### config.mk
export PLATFORM = sky130hd
export DESIGN_NAME = instruction_fetch_unit
export DESIGN_NICKNAME = d
export VERILOG_FILES = /design/src/rtl/instruction_fetch_unit.sv
export SDC_FILE = /design/constraint.sdc
export NUM_CORES = 1
export LEC_CHECK = 0
export CAP_MARGIN = 20
export CORE_AREA = 2 2 156 112
export CTS_CLUSTER_DIAMETER = 40
export DETAILED_ROUTE_END_ITERATION = 16
export DIE_AREA = 0 0 158 114
export GPL_TIMING_DRIVEN = 0
export PLACE_DENSITY = 0.67
export RECOVER_POWER = 25
export SYNTH_ARGS = -nofsm -noshare
export SYNTH_HDL_FRONTEND = slang
export SYNTH_SLANG_ARGS = --single-unit
### constraint.sdc
create_clock -name clk -period 2.6 [get_ports clk]
set_input_delay 0.52 -clock clk [delete_from_list [all_inputs] [get_ports clk]]
set_output_delay 0.52 -clock clk [all_outputs]
set_load 0.005 [all_outputs]
### src/rtl/instruction_fetch_unit.sv
// Instruction fetch unit: single-outstanding program-memory requester feeding a
// prefetch queue, with redirect flush, drain of in-flight reads and end-of-program halt.
module instruction_fetch_unit #(
   parameter int unsigned                  INSTR_ADDR_WIDTH = 8,
   parameter int unsigned                  DEPTH            = 4,
   parameter logic [INSTR_ADDR_WIDTH-1:0]  RESET_WORD       = '0
) (
   input  logic                        clk,
   input  logic                        rst,
   input  logic                        E,
   output logic                        mem_req,
   output logic [INSTR_ADDR_WIDTH-1:0] mem_addr,
   input  logic                        mem_ack,
   input  logic [31:0]                 mem_rdata,
   input  logic                        redirect,
   input  logic [INSTR_ADDR_WIDTH-1:0] redirect_pc,
   output logic                        instr_valid,
   input  logic                        instr_ready,
   output logic [31:0]                 instr,
   output logic [INSTR_ADDR_WIDTH-1:0] instr_pc,
   output logic [$clog2(DEPTH):0]      level,
   output logic                        pc_end
);

   localparam int unsigned PTR_W = $clog2(DEPTH);
   localparam int unsigned LVL_W = PTR_W + 1;
   localparam int unsigned AW    = INSTR_ADDR_WIDTH;

   typedef enum logic [1:0] {
      IDLE  = 2'd0,
      REQ   = 2'd1,
      DRAIN = 2'd2,
      HALT  = 2'd3
   } state_t;

   state_t            state;
   state_t            state_nxt;
   logic [AW-1:0]     fetch_pc;
   logic [AW-1:0]     fetch_pc_nxt;
   logic [AW-1:0]     drain_addr;
   logic [AW-1:0]     drain_addr_nxt;
   logic              push;
   logic              flush;
   logic              pop;
   logic              last_word;
   logic              slot_now;
   logic              slot_after_push;
   logic [LVL_W-1:0]  level_after_pop;

   logic [31:0]       data_q [DEPTH];
   logic [AW-1:0]     pc_q   [DEPTH];
   logic [PTR_W-1:0]  rd_ptr;
   logic [PTR_W-1:0]  wr_ptr;

   assign instr_valid     = (level != '0);
   assign pop             = instr_valid && instr_ready;
   assign level_after_pop = level - LVL_W'(pop);
   assign slot_now        = level_after_pop < LVL_W'(DEPTH);
   assign slot_after_push = (level_after_pop + LVL_W'(1)) < LVL_W'(DEPTH);
   assign last_word       = (fetch_pc == {AW{1'b1}});

   // DRAIN presents the abandoned request's address until its ack retires it
   assign mem_req  = (state == REQ) || (state == DRAIN);
   assign mem_addr = (state == DRAIN) ? drain_addr : fetch_pc;
   assign pc_end   = (state == HALT) && (level == '0);
   assign instr    = data_q[rd_ptr];
   assign instr_pc = pc_q[rd_ptr];

   always_ff @(posedge clk) begin
      if (!rst) begin
         state      <= IDLE;
         fetch_pc   <= RESET_WORD;
         drain_addr <= RESET_WORD;
      end else begin
         state      <= state_nxt;
         fetch_pc   <= fetch_pc_nxt;
         drain_addr <= drain_addr_nxt;
      end
   end

   always_comb begin
      state_nxt      = state;
      fetch_pc_nxt   = fetch_pc;
      drain_addr_nxt = drain_addr;
      push           = 1'b0;
      flush          = 1'b0;
      if (redirect) begin
         flush        = 1'b1;
         fetch_pc_nxt = redirect_pc;
         unique case (state)
            REQ: begin
               if (mem_ack) begin
                  state_nxt = E ? REQ : IDLE;
               end else begin
                  state_nxt      = DRAIN;
                  drain_addr_nxt = fetch_pc;
               end
            end
            // an ack arriving with the redirect retires the stale read, nothing left to drain
            DRAIN:   state_nxt = mem_ack ? (E ? REQ : IDLE) : DRAIN;
            default: state_nxt = E ? REQ : IDLE;
         endcase
      end else begin
         unique case (state)
            IDLE: begin
               if (E && slot_now) state_nxt = REQ;
            end
            REQ: begin
               if (mem_ack) begin
                  push = 1'b1;
                  if (last_word) begin
                     state_nxt = HALT;
                  end else begin
                     fetch_pc_nxt = fetch_pc + AW'(1);
                     state_nxt    = (E && slot_after_push) ? REQ : IDLE;
                  end
               end
            end
            DRAIN: begin
               if (mem_ack) state_nxt = E ? REQ : IDLE;
            end
            HALT: state_nxt = HALT;
            default: state_nxt = IDLE;
         endcase
      end
   end

   // queue pointers and occupancy; a redirect empties the queue outright
   always_ff @(posedge clk) begin
      if (!rst) begin
         level  <= '0;
         rd_ptr <= '0;
         wr_ptr <= '0;
      end else if (flush) begin
         level  <= '0;
         rd_ptr <= '0;
         wr_ptr <= '0;
      end else begin
         level <= level_after_pop + LVL_W'(push);
         if (push) wr_ptr <= wr_ptr + PTR_W'(1);
         if (pop)  rd_ptr <= rd_ptr + PTR_W'(1);
      end
   end

   always_ff @(posedge clk) begin
      if (push) begin
         data_q[wr_ptr] <= mem_rdata;
         pc_q[wr_ptr]   <= fetch_pc;
      end
   end

endmodule

==> impl_metrics.yaml <==
status:
  status: "complete, no violations"
grt:
  antenna_found_initial: 0
  grt_max_degree: 28
  grt_pass1_wl_um: 21520
  grt-ovfl-total: 0
  grt_pass1_vias: 4040
  grt_usage: 0.1629
floorplan:
  start_util: 0.4361
  io_pins: 100
  fp.dieH_um: 114
  core_um2: 16720
  die_w_um: 158
  std_cell_rows: 40
  dieArea_um2: 18010
worst_setup_path:
  timing.rr.start: "level[0]$_SDFF_PP0_"
  cp_num_cells: 3
  start_kind: "flop"
  critPathBufInv: 2
  rrSetupSlack_ps: 190
  arrival_ps: 2010
  critical_path.max_stage_delay_ps: 500
  cp_slowest_cell: "mux4_2"
  ff2ff_path_depth: 9
  cp_cell_sequence: "buf_8, mux4_2, clkdlybuf4s50_1"
  crit_family: "buffers and inverters"
  reg2reg_to: "state[0]$_SDFFE_PN0P_"
  end_kind: "output port"
  worstPathRequired_ps: 2080
  timing.critical_path.to: "instr_pc[6]"
  critPathKind: "flop to output port"
  worstPathMaxFanout: 10
timing:
  relSlewSlack: 0.6856
  period_share: 0.9748
  clock.fmax_mhz: 394.6
  setup_viol: 0
  fin_ws_ps: 65.52
  worst_pin_slew_ps: 471.6
  finalHoldViolations: 0
  rsz0062_at_grt: "yes"
  finClkSkew_ps: 9.505
  final-max-slew-violation-count: 0
  period_minus_slack_ps: 2534
synth:
  avgSynthCellArea_um2: 18.93
  synth_nets: 445
  yosys_warnings: 0
  ys_seq_area_frac: 0.7333
  synth_cell_types: 36
  synthesis.area_um2: 7289
  synth_seq_cells: 187
  netlist_instances: 385
placement:
  pre_cts_slack_ps: -125.9
  place.port_buffers: 99
  place_area_um2: 8655
  hpwl_um: 8949
  finalWeightedCongestion: 0.8452
finish:
  antennaDiodeCount: 0
  finalInstanceArea_um2: 9308
  fillCellCount: 1323
  drive_gt1_frac: 0.2081
  final_nets: 566
  area_growth_pct: 27.69
  multi_input_area_um2: 1824
  seqCellArea_um2: 5349
run:
  drv_cap: 0
detailed_routing:
  drc_errors: 0
  vias: 3819
  drtIter0Drc: 300
  ant_nets: 0
  wl_um: 13870
  wl_per_cell_um: 18.49
  drtPass1Iterations: 4
  viasPerCell: 5.092
clocking:
  clk_pin_slew_ps: 70
  cts_root_buffer: "clkbuf_16"
  clock_path_buffers: 2
  clk_latency_ps: 430
  clock_sinks: 187
  cts_tree: "yes"
  htree_levels: 4
  cts_made_buffers: 17
pwr:
  p_per_area_nw_per_um2: 675.2
  power.total_mw: 6.285
  worst_ir_drop_vdd_mv: 0.3662
  leakagePower_nw: 3.114
min_path:
  hold_class: "flop to flop"
worst min path at each step:
stage	from	to	slack [ps]	cells past startpoint
global placement	drain_addr[2]$_SDFFE_PN0P_	drain_addr[2]$_SDFFE_PN0P_	470	2
CTS	wr_ptr[1]$_SDFFE_PP0P_	wr_ptr[1]$_SDFFE_PP0P_	500	2
finish	drain_addr[5]$_SDFFE_PN0P_	drain_addr[5]$_SDFFE_PN0P_	500	2
detailed placement	drain_addr[5]$_SDFFE_PN0P_	drain_addr[5]$_SDFFE_PN0P_	490	2
global route	fetch_pc[3]$_SDFFE_PN0P_	pc_q[1][3]$_DFFE_PP_	540	0
floorplan	fetch_pc[3]$_SDFFE_PN0P_	pc_q[0][3]$_DFFE_PP_	450	0
power breakdown:
part	switching (mW)	leakage, nW	internal, mW	total, mW
clock network	1.16	0.287	1.45	2.61
logic	0.153	1.16	0.198	0.351
registers	0.0358	1.67	3.29	3.33
cells in the mapped netlist (all sizes together):
master | count | share of area
a211o | 1 | 0.0012
a211oi | 1 | 0.0010
a21oi | 10 | 0.0069
a2bb2oi | 1 | 0.0012
a311o | 1 | 0.0014
a31oi | 1 | 0.00086
and2 | 2 | 0.0017
and3 | 7 | 0.0062
and4 | 2 | 0.0027
buf | 8 | 0.0055
clkbuf | 7 | 0.0036
clkdlybuf4s15 | 1 | 0.0014
dfxtp | 27 | 0.074
edfxtp | 160 | 0.66
ha | 14 | 0.024
inv | 13 | 0.0067
mux2 | 9 | 0.014
mux2i | 11 | 0.015
mux4 | 40 | 0.12
nand2 | 12 | 0.0062
nand2b | 2 | 0.0017
nand3 | 5 | 0.0034
nand4 | 3 | 0.0026
nor2 | 22 | 0.011
nor3 | 2 | 0.0014
nor3b | 1 | 0.0010
o2111a | 1 | 0.0015
o211ai | 2 | 0.0021
o21ai | 5 | 0.0034
o311ai | 1 | 0.0012
or2 | 1 | 0.00086
or3 | 4 | 0.0034
xnor2 | 6 | 0.0072
xor2 | 2 | 0.0024
layer usage:
layer,part of all wire,GRT usage
met4,0.013,0.05886
met3,0.044,0.03647
met2,0.47,0.2528
met5,0,0
met1,0.47,0.2287
logic make-up (layout without fill, tap and decap cells):
group	Yosys count	in the layout	share of synthesized area
AO/OA/AOI/OAI	24	24	0.02077
XOR/XNOR	8	8	0.009612
adder cells (fa/ha/maj)	14	14	0.02403
buffers and inverters	29	163	0.01716
flip-flops	187	187	0.7333
multiplexers	60	60	0.1526
AND/OR/NAND/NOR	63	63	0.04257
through the flow:
| step | utilization | TNS (ps) | hold WS [ps] | instances |
|---|---|---|---|---|
| 6_report | 0.5568 | 0 | 500.5 | 750 |
| 5_1_grt | 0.5568 | -131.6 | 537.4 | 750 |
| 4_1_cts | 0.5556 | -135.9 | 501.8 | 750 |
| 3_5_place_dp | 0.5177 | -11970 | 486.1 | 719 |
| 3_3_place_gp | 0.5127 | -183580 | 470.5 | 715 |
| 2_1_floorplan | - | 0 | 454.8 | 385 |
final cells by class:
type,instances,area share
buffer,15,0.01317
clock inverter,15,0.01909
clock buffer,17,0.04571
multi-input combinational,169,0.1960
tap,231,0.03105
sequential,187,0.5747
timing repair buffer,103,0.1151
inverter,13,0.005243
flip-flops by register name (all words and copies together) (netlist names), named ones only:
signal,cells
data_q,128
drain_addr,8
fetch_pc,8
level,3
pc_q,32
rd_ptr,2
state,2
wr_ptr,2
layout by cell type, fill, tap and decap left out, drive strengths merged, types with 4 or more instances in the layout:
cell | synthesis | final
ha | 14 | 14
and3 | 7 | 7
mux4 | 40 | 40
edfxtp | 160 | 160
nand2 | 12 | 12
buf | 8 | 14
mux2i | 11 | 11
nor2 | 22 | 22
inv | 13 | 20
clkdlybuf4s50 | 0 | 78
mux2 | 9 | 9
or3 | 4 | 4
a21oi | 10 | 10
clkbuf | 7 | 21
xnor2 | 6 | 6
dlygate4sd3 | 0 | 21
nand3 | 5 | 5
o21ai | 5 | 5
dfxtp | 27 | 27
worst min-delay path: stages (launching register included):
cell and delay, ps:
dfxtp_1 330, mux2i_1 70, nor2_1 70
repair_timing:
action | CTS | global route
setup endpoints to repair | 48 | 45
cloned | 0 | 0
hold endpoints to repair | 0 | 0
hold buffers | 0 | 0
buffers inserted | 0 | 0
resized for setup | 14 | 10
(Power assumes the default switching activity.)
